===== src/rtl/axis_demux_1to2.sv =====
// axis_demux_1to2 - routes one AXI-Stream-style input to one of two outputs,
// switching only on packet boundaries.
//
// Build option: define AXIS_DEMUX_SKID_EN to give each output a main+skid
// pair and a registered s_axis_ready. Without it, each output has a single
// register stage and s_axis_ready is combinational from the target port.
//
// Ports:
//   clk, reset_n                    clock, asynchronous active-low reset
//   s_axis_data/valid/ready/last    upstream stream
//   m_axis_data/valid/ready/last_1  downstream port 1 (sel=0)
//   m_axis_data/valid/ready/last_2  downstream port 2 (sel=1)
//   sel                             route select, sampled only in IDLE
//   pkt_cnt_1, pkt_cnt_2            completed-packet counters (wrap)
//   busy                            a packet is open (state not IDLE)
//
// state | meaning
// IDLE  | between packets; the next beat goes to the port chosen by sel
// PKT_1 | packet open on port 1; sel ignored until the last beat
// PKT_2 | packet open on port 2; sel ignored until the last beat
module axis_demux_1to2 #(
  parameter int DATA_W = 8,
  parameter int CNT_W  = 16
) (
  input  logic              clk,
  input  logic              reset_n,
  input  logic [DATA_W-1:0] s_axis_data,
  input  logic              s_axis_valid,
  output logic              s_axis_ready,
  input  logic              s_axis_last,
  output logic [DATA_W-1:0] m_axis_data_1,
  output logic              m_axis_valid_1,
  input  logic              m_axis_ready_1,
  output logic              m_axis_last_1,
  output logic [DATA_W-1:0] m_axis_data_2,
  output logic              m_axis_valid_2,
  input  logic              m_axis_ready_2,
  output logic              m_axis_last_2,
  input  logic              sel,
  output logic [CNT_W-1:0]  pkt_cnt_1,
  output logic [CNT_W-1:0]  pkt_cnt_2,
  output logic              busy
);

  typedef enum logic [1:0] {IDLE, PKT_1, PKT_2} state_e;

  state_e state_q, state_d;
  logic   tgt2;
  logic   accept;
  logic [1:0] acc, pop, m_ready;

  // Output stage: index 0 is port 1, index 1 is port 2.
  logic [1:0]             main_v_q, main_v_d;
  logic [1:0]             main_l_q, main_l_d;
  logic [1:0][DATA_W-1:0] main_d_q, main_d_d;
  logic [1:0][CNT_W-1:0]  cnt_q, cnt_d;

  always_comb begin
    tgt2 = sel;
    case (state_q)
      PKT_1:   tgt2 = 1'b0;
      PKT_2:   tgt2 = 1'b1;
      default: tgt2 = sel;
    endcase
  end

  assign accept  = s_axis_valid && s_axis_ready;
  assign acc     = {accept && tgt2, accept && !tgt2};
  assign m_ready = {m_axis_ready_2, m_axis_ready_1};
  assign pop     = main_v_q & m_ready;

  always_comb begin
    state_d = state_q;
    if (accept) begin
      case (state_q)
        IDLE:         if (!s_axis_last) state_d = sel ? PKT_2 : PKT_1;
        PKT_1, PKT_2: if (s_axis_last) state_d = IDLE;
        default:      state_d = IDLE;
      endcase
    end
  end

  always_comb begin
    cnt_d = cnt_q;
    for (int i = 0; i < 2; i++) begin
      if (pop[i] && main_l_q[i]) cnt_d[i] = cnt_q[i] + CNT_W'(1);
    end
  end

`ifdef AXIS_DEMUX_SKID_EN
  logic [1:0]             sk_v_q, sk_v_d;
  logic [1:0]             sk_l_q, sk_l_d;
  logic [1:0][DATA_W-1:0] sk_d_q, sk_d_d;
  logic                   ready_q, ready_d;

  always_comb begin
    main_v_d = main_v_q;
    main_l_d = main_l_q;
    main_d_d = main_d_q;
    sk_v_d   = sk_v_q;
    sk_l_d   = sk_l_q;
    sk_d_d   = sk_d_q;
    for (int i = 0; i < 2; i++) begin
      if (pop[i] || !main_v_q[i]) begin
        // Main is free this cycle: skid (older) moves up first.
        if (sk_v_q[i]) begin
          main_v_d[i] = 1'b1;
          main_l_d[i] = sk_l_q[i];
          main_d_d[i] = sk_d_q[i];
          sk_v_d[i]   = acc[i];
          if (acc[i]) begin
            sk_l_d[i] = s_axis_last;
            sk_d_d[i] = s_axis_data;
          end
        end else if (acc[i]) begin
          main_v_d[i] = 1'b1;
          main_l_d[i] = s_axis_last;
          main_d_d[i] = s_axis_data;
        end else begin
          main_v_d[i] = 1'b0;
        end
      end else if (acc[i]) begin
        sk_v_d[i] = 1'b1;
        sk_l_d[i] = s_axis_last;
        sk_d_d[i] = s_axis_data;
      end
    end
    // Registered ready: in IDLE the next target depends on a sel value we
    // cannot see yet, so both skids must be free.
    case (state_d)
      PKT_1:   ready_d = !sk_v_d[0];
      PKT_2:   ready_d = !sk_v_d[1];
      default: ready_d = !(|sk_v_d);
    endcase
  end

  always_ff @(posedge clk or negedge reset_n) begin
    if (!reset_n) begin
      sk_v_q  <= '0;
      sk_l_q  <= '0;
      sk_d_q  <= '0;
      ready_q <= 1'b0;
    end else begin
      sk_v_q  <= sk_v_d;
      sk_l_q  <= sk_l_d;
      sk_d_q  <= sk_d_d;
      ready_q <= ready_d;
    end
  end

  assign s_axis_ready = ready_q;
`else
  logic ready_en_q, ready_en_d;

  always_comb begin
    main_v_d   = main_v_q;
    main_l_d   = main_l_q;
    main_d_d   = main_d_q;
    ready_en_d = 1'b1;
    for (int i = 0; i < 2; i++) begin
      if (acc[i]) begin
        main_v_d[i] = 1'b1;
        main_l_d[i] = s_axis_last;
        main_d_d[i] = s_axis_data;
      end else if (pop[i]) begin
        main_v_d[i] = 1'b0;
      end
    end
  end

  always_ff @(posedge clk or negedge reset_n) begin
    if (!reset_n) ready_en_q <= 1'b0;
    else          ready_en_q <= ready_en_d;
  end

  // ready_en_q keeps ready low until the first edge after reset release.
  assign s_axis_ready = ready_en_q &&
                        (tgt2 ? (!main_v_q[1] || m_axis_ready_2)
                              : (!main_v_q[0] || m_axis_ready_1));
`endif

  always_ff @(posedge clk or negedge reset_n) begin
    if (!reset_n) begin
      state_q  <= IDLE;
      main_v_q <= '0;
      main_l_q <= '0;
      main_d_q <= '0;
      cnt_q    <= '0;
    end else begin
      state_q  <= state_d;
      main_v_q <= main_v_d;
      main_l_q <= main_l_d;
      main_d_q <= main_d_d;
      cnt_q    <= cnt_d;
    end
  end

  assign m_axis_data_1  = main_d_q[0];
  assign m_axis_valid_1 = main_v_q[0];
  assign m_axis_last_1  = main_l_q[0];
  assign m_axis_data_2  = main_d_q[1];
  assign m_axis_valid_2 = main_v_q[1];
  assign m_axis_last_2  = main_l_q[1];
  assign pkt_cnt_1      = cnt_q[0];
  assign pkt_cnt_2      = cnt_q[1];
  assign busy           = (state_q != IDLE);

endmodule


===== config.mk =====
export PLATFORM = sky130hd
export DESIGN_NAME = axis_demux_1to2
export DESIGN_NICKNAME = d
export VERILOG_FILES = /design/src/rtl/axis_demux_1to2.sv
export SDC_FILE = /design/constraint.sdc
export NUM_CORES = 1
export LEC_CHECK = 0
export ABC_AREA = 1
export CORE_ASPECT_RATIO = 1.75
export CORE_MARGIN = 2
export CORE_UTILIZATION = 50
export DETAILED_ROUTE_END_ITERATION = 8
export PLACE_DENSITY = 0.92
export SLEW_MARGIN = 20
export SYNTH_ARGS = -nofsm -noshare
export SYNTH_HDL_FRONTEND = slang
export SYNTH_SLANG_ARGS = --single-unit

===== constraint.sdc =====
create_clock -name clk -period 1.9 [get_ports clk]
set_input_delay 0.285 -clock clk [delete_from_list [all_inputs] [get_ports clk]]
set_output_delay 0.285 -clock clk [all_outputs]
set_load 0.05 [all_outputs]

# ---- Yosys cells after proc, flatten, opt, wreduce, memory -nomap -nowiden
# Cells that the tools add are included.
dict set report totals {
  register_bits 55
  input_bits 15
  out_inout_bits 54
  word_cells 44
}
dict set report op_classes {
  n_addsub 2
  n_eq_ne 4
  muxes 10
  bitwise 1
  n_reduce_logical 17
}
# op count
set op_table {}
lappend op_table {{$add A16 B1 Y16 const B} 2}
lappend op_table {{$logic_and A1 B1 Y1} 6}
lappend op_table {{$mux W2} 3}
lappend op_table {{$reduce_bool A2 Y1} 3}
lappend op_table {{$mux W1} 5}
lappend op_table {{$ne A2 B2 Y1 const B} 2}
lappend op_table {{$pmux W2 S2} 1}
lappend op_table {{$logic_not A1 Y1} 3}
lappend op_table {{$reduce_and A3 Y1} 1}
lappend op_table {{$and A2 B2 Y2} 1}
lappend op_table {{$eq A2 B1 Y1 const B} 1}
lappend op_table {{$eq A2 B2 Y1 const B} 1}
lappend op_table {{$logic_not A2 Y1} 1}
lappend op_table {{$logic_or A1 B1 Y1} 2}
lappend op_table {{$pmux W1 S2} 1}
lappend op_table {{$reduce_or A2 Y1} 1}

# ---- Longest topological paths before layout
# Gate-level depths: netlist (run 1).
dict set report logic_depth {
  ltp_word 7
  depth_mapped 10
  mapped_depth_nobuf 9
}

# ---- Worst setup path before layout (run 1)
# OpenSTA, ideal clock, no wires.
dict set report synth_timing {
  path_kind {reg2out}
  from {register main_v_q[0]}
  to {output s_axis_ready}
  t_arrival_ps 1341
  t_required_ps 1615
  path_slack_ps 274
  path_stages_with_launch 7
  n_path_buf 1
  cell_sequence {dfrtp_1 -> inv_1 -> nor2_2 -> nand3_2 -> nand2_2 -> nor2_4 -> buf_6}
}
dict set report synth_via {
  elab_chain_len 4
}
# element line
set synth_lines {}
lappend synth_lines {{start, declared} 53} ;# logic [1:0] main_v_q, main_v_d;
lappend synth_lines {{start signal, assigned} 191} ;# main_v_q <= main_v_d;
lappend synth_lines {{$logic_not A1 Y1} 179} ;# : (!main_v_q[0] || m_axis_ready_1));
lappend synth_lines {{$logic_or A1 B1 Y1} 179}
lappend synth_lines {{$mux W1} 178} ;# (tgt2 ? (!main_v_q[1] || m_axis_ready_2)
lappend synth_lines {{$logic_and A1 B1 Y1} 177} ;# assign s_axis_ready = ready_en_q &&
lappend synth_lines {{end, declared} 29} ;# output logic s_axis_ready,
# Every way passes these cells.

# ---- Worst setup path in the final report (run 1)
dict set report layout_timing {
  from {register state_q[1]}
  to {output s_axis_ready}
}
dict set report layout_via {
  elab_chain_len 4
  word_cells_on_any_way 5
  cone_classes {eq/ne: 2; mux: 2; reduce/logical: 1}
}
# element line
set layout_lines {}
lappend layout_lines {{start, declared} 47} ;# state_e state_q, state_d;
lappend layout_lines {{start signal, assigned} 190} ;# state_q <= state_d;
lappend layout_lines {{$eq A2 B2 Y1 / $eq A2 B1 Y1 (equally long branches)} 60} ;# case (state_q)
lappend layout_lines {{$pmux W1 S2 *} 60}
lappend layout_lines {{$mux W1 *} 178}
lappend layout_lines {{$logic_and A1 B1 Y1 *} 177}
# Every way passes the cells marked *; elsewhere a longest branch is shown, timed or not.

==> impl_summary.md, run 1 <==
Die
Measured along the x axis, the die boundary spans 61.1 um. The die covers ~6300 um^2. The core region is about 5500 um^2. Pin placement for this block handled around 70 I/O pins. The initial core utilization is 51.5%. The die height is ~100 um.

The count of standard-cell rows is 36.

Synthesis
The mean cell area of the mapped netlist is roughly 8.6 um^2. The adder-cell share of the synthesized area is 1.75%. The number of synthesized register bits is 55. The compound-gate portion of the synthesized area is about 4.7%. Sequential elements use between 40% and 50% of the synthesized area.

The unique cell type count in the Yosys netlist is 30. The post-synthesis cell count is about 330. Yosys printed 0 warnings. The largest total area in the synthesized netlist belongs to dfrtp_1. The synthesized design devotes to its leading area cell type about half of total area. The largest family of logic cells by synthesized area is simple AND/OR/NAND/NOR gates. The area of the mapped netlist is around 2900 um^2.

By area the synthesized netlist is led by dfrtp_1 (48%), nand2_1 (14%), inv_1 (5.7%), xor2_1 (4.0%), nor2_1 (3.8%). The number of nets handed over by synthesis was 351. Of the total synthesized cell area, the portion taken by AND, OR, NAND and NOR gates is between 30% and 40%. The fraction of synthesized area in multiplexers is 0%. The xor and xnor area share after synthesis is under 10%.

Detailed routing
The aggregate routed wire length is roughly 6.3 mm. Signal routing reaches up to met4. The count of routing violations after the opening detailed-route iteration is about 110. The routed design uses about 210 um of met3 wire. After detailed routing, the wire length on met1 is roughly 2.2 mm.

The total via count in the routed design is around 2.5k. The number of optimization iterations in the first detailed-route pass is 6. In the detailed route, the total length drawn on met2 is around 3.6 mm. Dividing the detail-routed via count by the number of cells gives a little over 5. The remaining antenna violation count is 0. For this run, design rule violations remaining after detail routing come to 0. The average routed wire per standard cell is 12.8 um.

Timing
The final hold violation count was 0. The number of endpoints failing setup at the final stage is 1. The actual transition at the worst max-transition pin is ~0.54 ns. The worst path in the final design needs a cycle of roughly 1.9 ns, including I/O delays and setup. The share of the clock period used by the worst path after layout is 101%. After layout, the worst setup slack is -0.0142 ns. The largest clock skew in the final design is slightly above 0.007 ns. The highest clock frequency the design can meet is between 0.5 and 0.6 GHz. The max-slew violation total from the final report was 0. In this run the tightest slew margin relative to its limit is between 60% and 70%. Setup repair after global routing could not meet its margin everywhere.

Finish
At the end of the flow the core is filled with cells to around two thirds. In the final design database the tool counted 431 nets. The repair_antennas step left the layout with diodes totalling 0. Cells with a size suffix above 1 make up 14.3% of the layout.

The final standard cell area without fillers is between 3000 and 4000 um^2. From synthesis to final layout, the design area changed by 33.0%.

GRT
The remaining global-route overflow is 0. The first global-routing pass estimated roughly 11 mm of wire. The via count of the first global-routing pass is ~2.5k.

Entering global routing, the biggest net connects 56 pins. The global-route usage over all layers is between 20% and 30%. The initial antenna violation count is 0.

Worst setup path
The element type at the critical path start is a register. STA classifies the critical path endpoint as a primary output. The register-to-register setup slack is 0.15 ns. The maximum net fanout on the critical path is 4. The capture point of the worst path is s_axis_ready. The class of the most critical setup path is reg2out.

The first element of the critical path is state_q[1]. The required arrival time at the worst endpoint is between 1.5 and 2 ns. In this run the critical register-to-register path is captured at m_axis_data_2[0]. The number of cells on the worst reg-to-reg path is 10. The worst register-to-register path begins at state_q[1].

The signal arrival time at the worst endpoint is ~1.6 ns.

Clock network
The CTS H-tree depth is 2. Clock latency on the worst-skew pair, taken at its later pin, is approximately 0.29 ns. The CTS tree is yes. The longest clock path from root to sink contains 2 buffers.

After clock tree synthesis, the clock-pin slew on the worst setup and hold paths is ~0.090 ns. In this run, CTS created clock tree buffers numbering 5. The root buffer cell chosen for the clock tree is clkbuf_8. The total clock sinks is 55.

Pwr
The maximum resistive drop on vdd is approximately 1.2 mV. The leakage power is 1.98 nW. The power density of the placed cells is ~1200 nW/um^2.

Outcome
The checks that failed: negative setup slack. The flow ran to the end, but the final reports show violations.

Min path
The path category of the worst min-delay check is reg2reg.

Placed design
The congestion estimate from routability-driven global placement came to 0.920. The number of port buffers is 68. The half-perimeter wire length after detailed placement is between 4 and 5 mm. The placed instances occupy a cell area of roughly 3600 um^2.

Flow run
The tool flagged a number of max-cap violations equal to 0.
==> per-stage QoR <==
step | std cells | hold WS [ns] | worst slack [ns] | power, mW | setup TNS, ns
CTS | 489 | 0.484 | -0.00850 | 4.77 | -0.00850
global placement | 477 | 0.301 | 0.198 | 3.98 | 0
finish | 489 | 0.480 | -0.0142 | 4.74 | -0.0142
detailed placement | 477 | 0.303 | 0.162 | 4.03 | 0
global route | 489 | 0.515 | -0.132 | 5.00 | -0.151
floorplan | 332 | -0.0106 | 0.274 | 3.25 | 0
==> kinds of logic after synthesis <==
family          after synthesis
simple gates                184
flops                        55
buf+inv                      49
xor+xnor                     20
compound gates               19
fa+ha+maj                     4
other cells                   1
==> synthesized netlist by cell type (all sizes together) <==
library cell,n
a21oi,2
a31oi,1
and2,1
buf,4
conb,1
dfrtp,55
ha,4
inv,45
nand2,112
nand3,12
nand3b,4
nand4,19
nor2,36
o21ai,16
xnor2,7
xor2,13
==> layer usage <==
metal | up-vias | GRT usage [%]
met5 | - | 0
met4 | 0 | 9.78
met3 | 18 | 2.61
met2 | 82 | 38.2
met1 | 1182 | 26.0
li1 | 1196 | -
==> sequential cells by signal, summed over array words and instances (netlist names) <==
register	cells
m_axis_data_1	8
main_l_q	2
m_axis_data_2	8
main_v_q	2
pkt_cnt_1	16
state_q	2
pkt_cnt_2	16
ready_en_q	1
==> placed cells by master, fill, tap and decap left out, types with 3 or more instances in the layout <==
cell type,instances
nand2_1,107
dfrtp_1,55
clkdlybuf4s50_1,51
inv_1,41
nor2_1,29
nand4_1,17
buf_4,14
xor2_1,13
o21ai_2,9
nand3_1,7
xnor2_1,7
dlymetal6s2s_1,6
clkbuf_8,5
nor2_4,4
o21ai_0,4
nand3b_1,4
inv_2,3
nand2_4,3
nand3_4,3
o21ai_1,3
==> worst min path at each step <==
stage	startpoint	end	cells past startpoint
final	m_axis_data_2[6]	m_axis_data_2[6]	2
after floorplan	reset_n	m_axis_data_1[0]	0
after global routing	m_axis_data_2[6]	m_axis_data_2[6]	2
after CTS	m_axis_data_2[4]	m_axis_data_2[4]	2
after global placement	reset_n	pkt_cnt_1[3]	2
after detailed placement	reset_n	m_axis_data_1[0]	2
==> cell type report <==
type                            instances  area, um^2
Clock buffer                            7        76.3
Clock inverter                          1        5.00
Fill cell                             436        1750
Inverter                               45         171
Multi-Input combinational cell        228        1310
Sequential cell                        55        1380
Tap cell                               76        95.1
Timing Repair Buffer                   77         763
==> repair_timing <==
action,in CTS,in global routing
setup buffers,3,0
setup endpoints to repair,3,8
cloned,0,0
pin swaps,4,0
gates resized for setup,11,6
hold buffers,1,0
hold endpoints to repair,55,0
==> report_power, final <==
group	leakage [nW]	internal, mW	switching (mW)
clock network	0.0422	0.260	0.350
registers	0.723	1.44	0.235
logic	1.22	0.822	1.63
total	1.98	2.52	2.22
==> critical path, stage by stage (launching register included) <==
cell and delay, ns:
dfrtp_1 0.40, inv_2 0.06, ha_4 0.29, inv_4 0.04, nand2_4 0.07, nand2_4 0.05
and2_4 0.14, nor2_4 0.13, buf_12 0.15
No activity file was read; power rests on OpenSTA's default activity.
==> inputs of run 2 (changes only) <==
Settings changed: CTS_CLUSTER_SIZE set to 40.
==> results of run 2 <==
The final DEF is identical to that of run 1; final timing and power are the same.
==> inputs of run 3 (changes only) <==
Settings changed: GPL_ROUTABILITY_DRIVEN set to 0.
==> results of run 3 <==
The final DEF is identical to that of run 1; final timing and power are the same.
